<file path="src/rtl/regfile_write_arbiter.sv">
// Round-robin arbiter sharing the register-file write port between the ALU (A)
// and load (B) writeback paths, with a pending-write scoreboard for issue stalls.
module regfile_write_arbiter #(
  parameter int DATA_WIDTH = 64,
  parameter int ADDR_WIDTH = 5,
  parameter int ZERO_REG   = 31
) (
  input  logic                         clk,
  input  logic                         reset,
  input  logic                         a_valid,
  input  logic [ADDR_WIDTH-1:0]        a_addr,
  input  logic [DATA_WIDTH-1:0]        a_data,
  output logic                         a_ready,
  input  logic                         b_valid,
  input  logic [ADDR_WIDTH-1:0]        b_addr,
  input  logic [DATA_WIDTH-1:0]        b_data,
  output logic                         b_ready,
  input  logic                         reserve_valid,
  input  logic [ADDR_WIDTH-1:0]        reserve_addr,
  input  logic                         flush,
  input  logic [ADDR_WIDTH-1:0]        query_addr,
  output logic                         query_busy,
  output logic [(1<<ADDR_WIDTH)-1:0]   pending,
  output logic                         write_enable,
  output logic [ADDR_WIDTH-1:0]        write_addr,
  output logic [DATA_WIDTH-1:0]        write_data
);

  localparam int NREGS = 1 << ADDR_WIDTH;
  localparam logic [ADDR_WIDTH-1:0] ZERO_IDX = ADDR_WIDTH'(ZERO_REG);

  typedef enum logic {GRANT_A, GRANT_B} grant_t;

  grant_t                  r_last_grant;
  grant_t                  w_last_grant_nxt;
  logic                    w_a_xfer;
  logic                    w_b_xfer;
  logic                    w_xfer;
  logic [ADDR_WIDTH-1:0]   w_xfer_addr;
  logic [DATA_WIDTH-1:0]   w_xfer_data;
  logic                    r_write_enable;
  logic [ADDR_WIDTH-1:0]   r_write_addr;
  logic [DATA_WIDTH-1:0]   r_write_data;
  logic [NREGS-1:0]        r_pending;
  logic [NREGS-1:0]        w_pending_nxt;

  // Ready depends only on the valids and the round-robin pointer, never on data.
  always_comb begin
    w_a_xfer         = 1'b0;
    w_b_xfer         = 1'b0;
    w_last_grant_nxt = r_last_grant;
    if (!reset && !flush) begin
      if (a_valid && (!b_valid || r_last_grant == GRANT_B)) begin
        w_a_xfer         = 1'b1;
        w_last_grant_nxt = GRANT_A;
      end else if (b_valid) begin
        w_b_xfer         = 1'b1;
        w_last_grant_nxt = GRANT_B;
      end
    end
  end

  assign a_ready     = w_a_xfer;
  assign b_ready     = w_b_xfer;
  assign w_xfer      = w_a_xfer | w_b_xfer;
  assign w_xfer_addr = w_a_xfer ? a_addr : b_addr;
  assign w_xfer_data = w_a_xfer ? a_data : b_data;

  // Clear for the accepted write is applied before the set, so a same-cycle
  // reservation of that register survives.
  always_comb begin
    w_pending_nxt = r_pending;
    if (flush) begin
      w_pending_nxt = '0;
    end else begin
      if (w_xfer)        w_pending_nxt[w_xfer_addr]  = 1'b0;
      if (reserve_valid) w_pending_nxt[reserve_addr] = 1'b1;
      w_pending_nxt[ZERO_IDX] = 1'b0;
    end
  end

  always_ff @(posedge clk) begin
    if (reset) begin
      r_last_grant   <= GRANT_B;
      r_write_enable <= 1'b0;
      r_write_addr   <= '0;
      r_write_data   <= '0;
      r_pending      <= '0;
    end else begin
      r_last_grant   <= w_last_grant_nxt;
      r_write_enable <= w_xfer && (w_xfer_addr != ZERO_IDX);
      if (w_xfer) begin
        r_write_addr <= w_xfer_addr;
        r_write_data <= w_xfer_data;
      end
      r_pending      <= w_pending_nxt;
    end
  end

  assign write_enable = r_write_enable;
  assign write_addr   = r_write_addr;
  assign write_data   = r_write_data;
  assign pending      = r_pending;
  assign query_busy   = r_pending[query_addr];

endmodule

</file>
<file path="config.mk">
export PLATFORM = sky130hd
export DESIGN_NAME = regfile_write_arbiter
export DESIGN_NICKNAME = d
export VERILOG_FILES = /design/src/rtl/regfile_write_arbiter.sv
export SDC_FILE = /design/constraint.sdc
export NUM_CORES = 1
export LEC_CHECK = 0
export BUFFER_PORTS_ARGS = -buffer_cell sky130_fd_sc_hd__buf_2
export CORE_AREA = 2 2 108 110
export CTS_CLUSTER_DIAMETER = 60
export DETAILED_ROUTE_END_ITERATION = 10
export DIE_AREA = 0 0 110 112
export PLACE_DENSITY = 0.83
export SKIP_LAST_GASP = 1
export SYNTH_ARGS = -nofsm -noshare
export SYNTH_HDL_FRONTEND = slang
export SYNTH_SLANG_ARGS = --single-unit
</file>
<file path="constraint.sdc">
create_clock -name clk -period 2.2 [get_ports clk]
set_input_delay 0 -clock clk [delete_from_list [all_inputs] [get_ports clk]]
set_output_delay 0 -clock clk [all_outputs]
set_load 0.02 [all_outputs]
</file>
==> summary.txt <==
Clocking
  • Clock-pin transition on the worst setup and hold timing paths: 0.07 ns
  • CTS Root Cell: clkbuf_16
  • CTS tree: yes
  • Post-CTS Setup Bufs: 0
  • CTS sink count: 102
  • Inserted Clock Buffers: 9
  • Clock Latency Late Sink: 0.34 ns
  • H-tree Lvls: 3
  • Longest Clk Path Bufs: 2

Place
  • Number of port buffers: 257
  • GP Congestion: 0.9205
  • Post-DP HPWL: 13.13 mm

Floorplan
  • Total core area: 0.01117 sq mm
  • Chip Width: 110 um
  • Row Count: 39
  • Die Area: 0.01232 sq mm
  • Initial core utilization: 45.11%
  • Io pins: 259
  • Die height: 112 um

Power
  • Cell Pwr Density: 630.1 mW/mm^2
  • Max VDD drop: 0.3681 mV
  • Pleak: 0.002927 uW

Drt
  • Vias/cell: 6.174
  • Via count of the routed design: 5736
  • First-pass detailed-route iteration total: 5
  • DRC marker count from the first detailed-route iteration: 520
  • Detail Route Antenna Nets: 0
  • Post-Route WL: 17.99 mm
  • DRC errors left: 0
  • Routed wire per std cell: 19.36 um

Timing
  • Highest Clock Rate: 0.4873 GHz
  • Fin. Hold Viols: 0
  • Slew @ Worst Pin: 0.6657 ns
  • Final Cycle Share: 93.28%
  • RSZ-0062 raised after global routing: true
  • Final min period: 2.052 ns
  • Final setup violating endpoints: 0
  • Hold Slack: 0.004562 ns
  • Worst Skew: 0.003588 ns
  • Final slew viol count: 0
  • Max transition margin: 55.62%

Critical path
  • CP bufs+invs: 3
  • Crit. path cell count: 5
  • Worst r2r path cells: 4
  • Worst r2r src: r_last_grant
  • CP endpoint kind: output pin
  • Worst stage delay on the critical path: 0.47 ns
  • Worst setup path startpoint: r_last_grant
  • Worst Setup Start Kind: flip-flop
  • Flop-to-flop setup slack: 0.17 ns
  • Sequence of cells on the critical path: nand2b_1 > nand3_2 > inv_2 > buf_12 > buf_2
  • Critical path peak fanout: 36
  • Worst path arrival time: 2.05 ns
  • Crit path to: a_ready
  • Worst flop-to-flop path endpoint: pending[20]
  • Largest delay share family, worst path: buffers and inverters
  • Worst Path Class, Setup: reg2out
  • Crit-path slowest cell: nand2b_1
  • Critical path required time: 2.20 ns

Cells and area
  • ANT cells: 0
  • Area Growth Syn to Fin: 38.72%
  • # fillers: 937
  • Nets@finish: 936
  • Fin util: 62.58%
  • Multi-input gate area: 0.002734 sq mm
  • Sequential Area: 0.002042 sq mm
  • Layout cell share with drive strength beyond 1: 40.84%

Global routing
  • Largest net degree at the start of global routing: 66
  • Tot GR Track Use: 27.74%
  • Number of global-route vias before repair: 5317
  • First-pass GRT wire length: 26.77 mm
  • GR Overflow Total: 0
  • Initial antenna violation count: 0

Yosys
  • Syn Inst Count: 528
  • Synth area leaders: dfxtp_1 (41%), o221ai_1 (16%), a21oi_1 (6.5%)
  • Syn nets: 682
  • YS warnings: 0
  • Main flop type after synthesis: dfxtp_1
  • Leading area contributor after synthesis: dfxtp_1
  • Post-synth EDFFs: 0
  • Syn_area_per_cell: 9.548 sq um
  • Yosys reg bits: 102
  • Area of the mapped netlist: 0.005041 sq mm
  • Part of the Yosys area used for sequential elements: 40.51%
  • Unique masters post-synth: 47
  • Top-area cell type share of the netlist area: 40.51%
  • FFs w/ async S/R, synth: 0%

Hold path
  • Worst Hold Class: in2reg
  • Hold Path Origin: b_data[19]

Status
  • Status: finished clean

Job
  • Max-cap viol count: 0
[placed cells by master (no fill, tap or decap), types with 8 or more instances in the layout]
| cell | synthesis | routed |
|---|---|---|
| clkbuf_16 | 0 | 9 |
| buf_2 | 13 | 257 |
| buf_4 | 6 | 15 |
| dlygate4sd3_1 | 0 | 22 |
| o221ai_1 | 92 | 92 |
| a32o_1 | 31 | 31 |
| nand2_1 | 76 | 75 |
| dfxtp_1 | 102 | 102 |
| nor2_1 | 8 | 8 |
| a21oi_1 | 65 | 65 |
| mux2i_1 | 9 | 9 |
[per-layer routing]
metal / global-route usage [%] / vias up / wire, um
li1: - / 2630 / -
met1: 32.00 / 2717 / 6755
met2: 46.99 / 329 / 8873
met3: 5.738 / 60 / 1582
met4: 15.44 / 0 / 776
met5: 0 / - / 0
[worst reg2reg max path, cell delays in order (launching register included)]
cell and delay [ns]:
dfxtp_1 0.31, nand2b_1 0.39, a211oi_2 0.66, o221ai_1 0.25
a32o_1 0.31
[worst min-delay path by stage]
stage	cells after the start	slack, ns	end
2_1_floorplan	1	0.13	r_last_grant
3_3_place_gp	2	0.27	write_addr[0]
3_5_place_dp	2	0.28	write_addr[0]
4_1_cts	3	0.0008	write_data[0]
5_1_grt	3	0.01	write_data[0]
6_report	3	0.005	write_data[19]
[cell families after synthesis]
group	after synthesis	synth area share, %
AOI/OAI and AO/OA	212	32.17
buffers and inverters	59	5.634
DFF	102	40.51
muxes	16	4.691
other	1	0.07439
and+or+nand+nor	138	16.93
[stage by stage]
stage	cell area (sq um)	setup slack, ns	setup TNS [ns]	cells	power (uW)
final	6993	0.1479	0	929	4407
after global routing	6993	-0.01581	-0.01581	929	4563
after CTS	6988	0.01494	0	929	4426
after detailed placement	6444	0.2310	0	892	2693
after global placement	6444	0.3473	0	892	2665
after floorplan	5041	0.5728	0	528	2377
[flip-flops by register name (all words and copies together) (netlist names)]
name / cells
r_last_grant: 1
write_enable: 1
write_data: 64
write_addr: 5
pending: 31
[cell usage after synthesis (2+ instances only)]
cell	count
dfxtp_1	102
o221ai_1	92
nand2_1	76
a21oi_1	65
a32o_1	31
clkbuf_1	31
buf_2	13
mux2i_1	9
nor2_1	8
a311oi_1	7
nand3b_1	7
nor4_4	7
buf_4	6
mux4_2	6
nand3_1	6
nor3b_1	5
o21ai_0	5
a31oi_1	4
buf_6	3
nand2b_1	3
nor3_1	3
o211ai_1	3
or3_1	3
or3b_2	3
and3_1	2
and3b_1	2
inv_1	2
inv_2	2
nor4_2	2
nor4b_4	2
o311a_1	2
[what timing repair did]
item | CTS | global route
resized for setup | 0 | 1
hold buffers | 22 | 0
endpoints found under the hold margin | 17 | 0
endpoints found under the setup margin | 0 | 1
[final cells by class]
class	instances	area share (%)
Clock buffer	12	3.668
Clock inverter	3	0.9662
Inverter	4	0.2147
Multi-Input combinational cell	367	39.09
Sequential cell	102	29.20
Tap cell	143	2.559
Timing Repair Buffer	298	24.30
[power breakdown]
group	internal [uW]	switching [uW]
sequential	1910	32.1
combinational	293	459
clock	1050	659
(Power assumes the default switching activity.)
